--- config.mk ---
export PLATFORM = sky130hd
export DESIGN_NAME = mem_stage_sram_ctrl_flat
export DESIGN_NICKNAME = d
export VERILOG_FILES = /design/src/rtl/mem_stage_sram_ctrl_if.sv /design/src/rtl/mem_stage_sram_ctrl.sv /design/src/flat_wrapper.sv
export SDC_FILE = /design/constraint.sdc
export NUM_CORES = 1
export LEC_CHECK = 0
export CAP_MARGIN = 15
export CORE_MARGIN = 5
export CORE_UTILIZATION = 56
export CTS_CLUSTER_SIZE = 40
export DETAILED_ROUTE_END_ITERATION = 16
export DONT_BUFFER_PORTS = 1
export GPL_TIMING_DRIVEN = 0
export PLACE_DENSITY = 0.72
export SETUP_SLACK_MARGIN = 0.2
export SLEW_MARGIN = 5
export SYNTH_ARGS = -nofsm -noshare
export SYNTH_HDL_FRONTEND = slang
export SYNTH_SLANG_ARGS = --single-unit
--- constraint.sdc ---
create_clock -name clk -period 2.7 [get_ports clk]
set_input_delay 0.81 -clock clk [delete_from_list [all_inputs] [get_ports clk]]
set_output_delay 0.81 -clock clk [all_outputs]
set_load 0.005 [all_outputs]
--- src/rtl/mem_stage_sram_ctrl_if.sv ---
`default_nettype none
// ============================================================================
// Module   : mem_stage_sram_ctrl_if
// Brief    : MEM-stage request/response bundle plus 16-bit async SRAM pins.
// Revision : 1.0  initial release
// ============================================================================
interface mem_stage_sram_ctrl_if #(
    parameter int unsigned SRAM_ADDR_W = 18
);
    logic                   mem_read;
    logic                   mem_write;
    logic [31:0]            alu_res;
    logic [31:0]            val_rm;
    logic                   ready;
    logic [31:0]            mem_result;
    logic [SRAM_ADDR_W-1:0] sram_addr;
    logic                   sram_we_n;
    logic [15:0]            sram_dq_out;
    logic                   sram_dq_oe;
    logic [15:0]            sram_dq_in;

    // master: pipeline register plus the SRAM device; slave: the controller
    modport master (
        output mem_read, mem_write, alu_res, val_rm, sram_dq_in,
        input  ready, mem_result, sram_addr, sram_we_n, sram_dq_out, sram_dq_oe
    );

    modport slave (
        input  mem_read, mem_write, alu_res, val_rm, sram_dq_in,
        output ready, mem_result, sram_addr, sram_we_n, sram_dq_out, sram_dq_oe
    );
endinterface
`default_nettype wire

--- src/rtl/mem_stage_sram_ctrl.sv ---
`default_nettype none
// ============================================================================
// Module   : mem_stage_sram_ctrl
// Brief    : MEM-stage controller; splits 32-bit loads/stores into two 16-bit
//            async SRAM cycles and stalls the pipeline via ready.
// Revision : 1.0  initial release
// ============================================================================
module mem_stage_sram_ctrl #(
    parameter int unsigned DATA_BASE     = 1024,
    parameter int unsigned SRAM_ADDR_W   = 18,
    parameter int unsigned ACCESS_CYCLES = 6
) (
    input  logic                  clk,
    input  logic                  rst,
    mem_stage_sram_ctrl_if.slave  bus
);

    localparam bit                    c_HAS_PAD    = (ACCESS_CYCLES > 4);
    localparam int unsigned           c_PAD_CYCLES = c_HAS_PAD ? ACCESS_CYCLES - 4 : 1;
    localparam int unsigned           c_CNT_W      = (c_PAD_CYCLES > 1) ? $clog2(c_PAD_CYCLES) : 1;
    localparam logic [c_CNT_W-1:0]    c_CNT_LAST   = c_CNT_W'(c_PAD_CYCLES - 1);
    localparam logic [SRAM_ADDR_W:0]  c_BASE       = (SRAM_ADDR_W + 1)'(DATA_BASE);

    typedef enum logic [2:0] {
        S_IDLE = 3'd0,
        S_LO   = 3'd1,
        S_HI   = 3'd2,
        S_PAD  = 3'd3,
        S_DONE = 3'd4
    } state_t;

    state_t                 r_state,      w_state_nxt;
    logic [c_CNT_W-1:0]     r_pad_cnt,    w_pad_cnt_nxt;
    logic [31:0]            r_mem_result, w_mem_result_nxt;
    logic [SRAM_ADDR_W-1:0] r_sram_addr,  w_sram_addr_nxt;
    logic                   r_we_n,       w_we_n_nxt;
    logic [15:0]            r_dq_out,     w_dq_out_nxt;
    logic                   r_dq_oe,      w_dq_oe_nxt;
    logic                   w_ready;
    logic                   w_req;
    logic                   w_is_write;
    logic [SRAM_ADDR_W-2:0] w_word;

    assign w_req      = bus.mem_read | bus.mem_write;
    assign w_is_write = bus.mem_write;

    // Word index of (alu_res - DATA_BASE); the low-bit borrow keeps unaligned bases exact.
    assign w_word = bus.alu_res[SRAM_ADDR_W:2] - c_BASE[SRAM_ADDR_W:2]
                  - {{(SRAM_ADDR_W-2){1'b0}}, (bus.alu_res[1:0] < c_BASE[1:0])};

    always_ff @(posedge clk) begin
        if (rst) begin
            r_state      <= S_IDLE;
            r_pad_cnt    <= '0;
            r_mem_result <= '0;
            r_sram_addr  <= '0;
            r_we_n       <= 1'b1;
            r_dq_out     <= '0;
            r_dq_oe      <= 1'b0;
        end else begin
            r_state      <= w_state_nxt;
            r_pad_cnt    <= w_pad_cnt_nxt;
            r_mem_result <= w_mem_result_nxt;
            r_sram_addr  <= w_sram_addr_nxt;
            r_we_n       <= w_we_n_nxt;
            r_dq_out     <= w_dq_out_nxt;
            r_dq_oe      <= w_dq_oe_nxt;
        end
    end

    always_comb begin
        w_state_nxt      = r_state;
        w_pad_cnt_nxt    = '0;
        w_mem_result_nxt = r_mem_result;
        w_sram_addr_nxt  = r_sram_addr;
        w_we_n_nxt       = 1'b1;
        w_dq_out_nxt     = r_dq_out;
        w_dq_oe_nxt      = 1'b0;
        w_ready          = 1'b0;

        case (r_state)
            S_IDLE: begin
                w_ready = ~w_req;
                if (w_req) w_state_nxt = S_LO;
            end
            S_LO: begin
                if (!w_is_write) w_mem_result_nxt[15:0] = bus.sram_dq_in;
                w_state_nxt = S_HI;
            end
            S_HI: begin
                if (!w_is_write) w_mem_result_nxt[31:16] = bus.sram_dq_in;
                w_state_nxt = c_HAS_PAD ? S_PAD : S_DONE;
            end
            S_PAD: begin
                if (r_pad_cnt == c_CNT_LAST) w_state_nxt   = S_DONE;
                else                         w_pad_cnt_nxt = r_pad_cnt + 1'b1;
            end
            S_DONE: begin
                w_ready     = 1'b1;
                w_state_nxt = S_IDLE;
            end
            default: w_state_nxt = S_IDLE;
        endcase

        // SRAM pins are registered, so they are set up for the state being entered.
        case (w_state_nxt)
            S_LO: begin
                w_sram_addr_nxt = {w_word, 1'b0};
                w_we_n_nxt      = ~w_is_write;
                w_dq_oe_nxt     = w_is_write;
                if (w_is_write) w_dq_out_nxt = bus.val_rm[15:0];
            end
            S_HI: begin
                w_sram_addr_nxt = {w_word, 1'b1};
                w_we_n_nxt      = ~w_is_write;
                w_dq_oe_nxt     = w_is_write;
                if (w_is_write) w_dq_out_nxt = bus.val_rm[31:16];
            end
            default: ;
        endcase
    end

    assign bus.ready       = w_ready;
    assign bus.mem_result  = r_mem_result;
    assign bus.sram_addr   = r_sram_addr;
    assign bus.sram_we_n   = r_we_n;
    assign bus.sram_dq_out = r_dq_out;
    assign bus.sram_dq_oe  = r_dq_oe;

endmodule
`default_nettype wire

--- src/flat_wrapper.sv ---
// flat-port wrapper written by rule: the top's interface ports become plain ports
module mem_stage_sram_ctrl_flat 
#(
    parameter int unsigned DATA_BASE     = 1024,
    parameter int unsigned SRAM_ADDR_W   = 18,
    parameter int unsigned ACCESS_CYCLES = 6
)
  (clk, rst, bus_mem_read, bus_mem_write, bus_alu_res, bus_val_rm, bus_sram_dq_in, bus_ready, bus_mem_result, bus_sram_addr, bus_sram_we_n, bus_sram_dq_out, bus_sram_dq_oe);
  mem_stage_sram_ctrl_if #(.SRAM_ADDR_W(SRAM_ADDR_W)) bus_i ();
  input  logic clk;
  input  logic rst;
  input wire logic [$bits(bus_i.mem_read)-1:0] bus_mem_read;
  input wire logic [$bits(bus_i.mem_write)-1:0] bus_mem_write;
  input wire logic [$bits(bus_i.alu_res)-1:0] bus_alu_res;
  input wire logic [$bits(bus_i.val_rm)-1:0] bus_val_rm;
  input wire logic [$bits(bus_i.sram_dq_in)-1:0] bus_sram_dq_in;
  output wire logic [$bits(bus_i.ready)-1:0] bus_ready;
  output wire logic [$bits(bus_i.mem_result)-1:0] bus_mem_result;
  output wire logic [$bits(bus_i.sram_addr)-1:0] bus_sram_addr;
  output wire logic [$bits(bus_i.sram_we_n)-1:0] bus_sram_we_n;
  output wire logic [$bits(bus_i.sram_dq_out)-1:0] bus_sram_dq_out;
  output wire logic [$bits(bus_i.sram_dq_oe)-1:0] bus_sram_dq_oe;
  assign bus_i.mem_read = bus_mem_read;
  assign bus_i.mem_write = bus_mem_write;
  assign bus_i.alu_res = bus_alu_res;
  assign bus_i.val_rm = bus_val_rm;
  assign bus_i.sram_dq_in = bus_sram_dq_in;
  assign bus_ready = bus_i.ready;
  assign bus_mem_result = bus_i.mem_result;
  assign bus_sram_addr = bus_i.sram_addr;
  assign bus_sram_we_n = bus_i.sram_we_n;
  assign bus_sram_dq_out = bus_i.sram_dq_out;
  assign bus_sram_dq_oe = bus_i.sram_dq_oe;
  mem_stage_sram_ctrl #(.DATA_BASE(DATA_BASE), .SRAM_ADDR_W(SRAM_ADDR_W), .ACCESS_CYCLES(ACCESS_CYCLES)) u_core (.clk(clk), .rst(rst), .bus(bus_i));
endmodule
# Word level (Yosys, flattened, before mapping)
# Cells that the tools add are included.
totals:
  ff_bits: 72
  latch_bits: 0
  mem_bits_rw: 0
  mem_bits_ro: 0
  wordCells: 41
  memories: 0
op_classes:
  add_sub_neg: 3
  mul: 0
  n_div: 0
  magnitude_cmp: 1
  eq_ne: 8
  shifts: 0
  mux: 8
  bitwise_logic: 5
  n_reduce_logical: 8
ops:
  columns: ["cell", "n"]
  rows:
  - ["one-hot mux 18 bit (2 select lines)", 1]
  - ["2-to-1 mux 16 bit", 2]
  - ["one-hot mux 16 bit (2 select lines)", 1]
  - ["subtractor 17 x 1 -> 17 bit", 1]
  - ["subtractor 17 x 9 -> 17 bit (second input constant)", 1]
  - ["one-hot mux 3 bit (4 select lines)", 1]
  - ["== test 3 x 2 -> 1 bit (second input constant)", 3]
  - ["== test 3 x 1 -> 1 bit (second input constant)", 2]
  - ["2-to-1 mux 3 bit", 2]
  - ["inequality test 2 bit (second input constant)", 2]
  - ["NOT 1 bit", 4]
  - ["AND reduction 2 bit", 2]
  - ["OR reduction 2 bit", 2]
  - ["== test 3 bit (second input constant)", 1]
  - ["logical NOT 3 bit", 1]
  - ["AND reduction 3 bit", 1]
  - ["OR reduction 3 bit", 1]
  - ["less-than comparator 2 x 1 -> 1 bit (second input constant)", 1]
  - ["one-hot mux 1 bit (2 select lines)", 1]
  - ["nonzero test 2 bit", 1]
  - ["adder 1 bit (second input constant)", 1]
  - ["OR 1 bit", 1]

# Logic depth before layout (Yosys ltp)
logic_depth:
  word_depth: 7
  mapped_depth: 8
  mapped_depth_nobuf: 7

# Least setup slack after synthesis
# Ideal clock, no wire load.
synth_path:
  path_kind: "input-to-reg"
  start: "input bus_alu_res[9]"
  end: "register u_core.r_sram_addr[17] (netlist: u_core.bus.sram_addr[17])"
  setup_time_ps: 62
  arrival_ps: 2541
  t_required_ps: 2638
  slack_ps: 97
  path_stages: 6
  n_path_buf: 0
  path_cell_list: "ha_1 > or4_4 > or4_1 > or2_0 > or4_1 > nand3_1"
synth_between:
  elab_chain_len: 3
synth_rtl:
  columns: ["element", "line", "source"]
  rows:
  - ["start: declaration", "flat_wrapper.sv:14", "input wire logic [$bits(bus_i.alu_res)-1:0] bus_alu_res;"]
  - ["subtractor 17 x 9 -> 17 bit", "mem_stage_sram_ctrl.sv:48", "assign w_word = bus.alu_res[SRAM_ADDR_W:2] - c_BASE[SRAM_ADDR_W:2]"]
  - ["subtractor 17 x 1 -> 17 bit", "mem_stage_sram_ctrl.sv:49", "- {{(SRAM_ADDR_W-2){1'b0}}, (bus.alu_res[1:0] < c_BASE[1:0])};"]
  - ["one-hot mux 18 bit (2 select lines)", "mem_stage_sram_ctrl.sv:106", "case (w_state_nxt)"]
  - ["end signal: assignment", "mem_stage_sram_ctrl.sv:64", "r_sram_addr <= w_sram_addr_nxt;"]
  - ["end: declaration", "mem_stage_sram_ctrl.sv:35", "logic [SRAM_ADDR_W-1:0] r_sram_addr, w_sram_addr_nxt;"]
# No other way between the ends. The select of a mux whose other input is x is not followed.
# A chain may end at the register's enable or synchronous reset.

# Worst setup path in the final report
# Ends and elaborated chain as after synthesis.

==> out/metrics.cfg <==
[clock_network]
clock_sinks = 72
cts_root_buf = clkbuf_8
numCtsBuffers = 9
post_cts_buffers = 0
insertion_delay_ns = 0.34
post_cts_resize_count = 0
cts.clk_slew.worst_paths_ns = 0.07
holdBufCountCts = 0
cts_htree_levels = 3
cts_tree = yes
cts_buffer_depth = 2

[finish]
utilization = 0.6331
stdcell_count = 469
multiInputGateArea_sq_mm = 0.001597
area_delta_synth_final_pct = 10.36
layout.nets = 484
regArea_sq_mm = 0.001441
fin_area_sq_mm = 0.003465
nFillCells = 544
drive_gt1_frac = 0.07053
diodes = 0

[worst_setup_path]
rrSetupSlack_ns = 0.50
rr_endpoint = u_core.bus.mem_result[26]
start_kind = input pin
crit_path_end_kind = flip-flop
cp_num_buf_inv = 0
cp_num_cells = 6
required_ns = 2.98
crit_chain = ha_1 -> or4_4 -> or4_1 -> or2_0 -> or4_1 -> nand3_1
crit_type = input pin to flip-flop
cpMostUsedCell = or4_1
cp_top_family = simple AND/OR/NAND/NOR gates
slowest_stage = or4_4
cp.arrival_ns = 2.67
crit_fanout = 5
regToRegStartpoint = u_core.r_state[0]
reg2reg_depth = 5
slowest_delay_ns = 0.45

[min_path]
holdPathStages = 1
hp-start = u_core.r_pad_cnt
hold_end = u_core.r_pad_cnt
min_path_type = flip-flop to flip-flop

[routing]
detail_route.wirelength_um = 7725
ant_nets = 0
via_count = 2632
first_pass_iters = 4
drc_errors = 0
vias_per_cell = 5.612
wl_per_cell_um = 16.47
drt_iter0_markers = 57

[yosys]
synth_cells = 380
synth.avg_cell_area_sq_um = 8.261
synth_seq_area_share = 0.4591
synthFlopType = dfxtp_1
synth_edf_count = 0
ys_seq_elements = 72
synth_top_area_share = 0.4591
synth_largest_area_cell = dfxtp_1
yosys_warnings = 0
netlist_top_cells_area = dfxtp_1 (46%), nand2_1 (9.3%), a21oi_1 (7.2%), mux2i_1 (5.4%), a211oi_1 (5.3%)
synthArstFlopShare = 0
synth_area_sq_mm = 0.003139
syn-num-nets = 472
synth.distinct_cells = 42

[timing]
holdWs_ns = 0.4582
slew_headroom = 0.2950
maxSlewViolCount = 0
fin_crit_sh = 0.8855
worstMarginPinSlew_ns = 1.043
finClkSkew_ns = 0.01167
final.min_clock_period_ns = 2.391
rsz0062_at_grt = false
setup_viol = 0
worst_slack_ns = 0.3091
hold_viol = 0
max_freq_mhz = 418.3

[global_route]
grt_overflow = 0
grt_pass1_wl_um = 12220
grt_max_degree = 13
grt.total_usage = 0.2116
antenna_found_initial = 0
grt_pass1_vias = 2527

[place]
postPlaceCellArea_sq_mm = 0.003253
dp_slack_ns = -0.03105
post-place-cells = 452
place_congestion = 0.8148
place.port_buffers = 0
place_hpwl_um = 5927

[run_status]
status = complete, no violations

[power]
ir_drop_v = 0.0004156
leakagePower_nw = 1.267
p_per_area_mw_per_mm2 = 686.6

[floorplan]
start_util = 0.5736
die_y_um = 84.87
die_area_sq_mm = 0.007203
core_sq_mm = 0.005473
row_count = 27
die_w_um = 84.87
ios = 153

[flow_run]
cap_violations = 0

## cells in the final DEF, fill, tap and decap left out, types with 3 or more instances in the layout
cell	count
or4_1	3
and2_1	3
nor3_1	5
inv_1	10
buf_2	3
dfxtp_1	72
a211oi_1	22
clkbuf_8	10
a21oi_1	45
nand3_1	4
ha_1	7
nor2_1	36
mux2i_1	17
o21ai_0	5
o31ai_1	3
xnor2_1	8
nand2_1	78
clkbuf_1	24
## worst max-delay path by stage
| stage | start | to | slack [ns] |
|---|---|---|---|
| floorplan | bus_alu_res[9] | u_core.bus.sram_addr[17] | 0.1 |
| global placement | bus_alu_res[9] | u_core.bus.sram_addr[17] | 0.02 |
| detailed placement | bus_alu_res[9] | u_core.bus.sram_addr[17] | -0.03 |
| CTS | bus_alu_res[9] | u_core.bus.sram_addr[17] | 0.31 |
| global route | bus_alu_res[4] | u_core.bus.sram_addr[11] | 0.20 |
| finish | bus_alu_res[9] | u_core.bus.sram_addr[17] | 0.31 |
## sequential cells by signal, indices dropped and copies added (netlist names)
signal / flops
u_core.bus.sram_dq_out: 16
u_core.bus.mem_result: 32
u_core.bus.sram_addr: 18
u_core.r_pad_cnt: 1
u_core.bus.sram_dq_oe: 1
u_core.r_state: 3
u_core.bus.sram_we_n: 1
## cells by family after synthesis
| group | synth area share |
|---|---|
| xor+xnor | 0.02511 |
| buf+inv | 0.04265 |
| compound gates | 0.1754 |
| flops | 0.4591 |
| simple gates | 0.2116 |
| fa+ha+maj | 0.03189 |
| mux | 0.05420 |
## per-stage QoR
stage          setup TNS [ns]  total power [mW]
6_report                    0             2.379
5_1_grt                     0             2.502
4_1_cts                     0             2.397
3_5_place_dp         -0.03105             1.562
3_3_place_gp                0             1.550
2_1_floorplan               0             1.479
## final cells by class
cell class                 instances  area share
inverter                          10     0.01083
tap                               72     0.02600
clock buffer                      11     0.04081
clock inverter                     5     0.01625
sequential                        72      0.4160
buffer                            25     0.02781
multi-input combinational        273      0.4608
timing repair buffer               1    0.001445
## layer usage
metal	global-route usage	up-vias	share of wire
li1	-	1337	-
met1	0.2227	1190	0.38
met2	0.3665	90	0.49
met3	0.08932	15	0.11
met4	0.09640	0	0.020
met5	0	-	0
## cell usage after synthesis, drive strengths merged, types with 2 or more instances
cell    count
nor2       36
a21o        2
nand2      78
nand3       4
nand4       2
nand3b      2
buf         2
xnor2       8
nand2b      2
inv        10
a211oi     22
a31oi       3
mux2i      17
o31ai       4
clkbuf     23
a21oi      45
o21ai       6
or3         3
dfxtp      72
or4         5
a311oi      2
nor3        5
nor2b       2
and2        3
ha          8
## power breakdown
group	leakage, nW	internal, mW	switching, mW
clock network	0.0993	0.451	0.389
registers	0.591	1.14	0.0639
logic	0.577	0.135	0.197
Note: power is estimated with default switching activity, not from simulation.
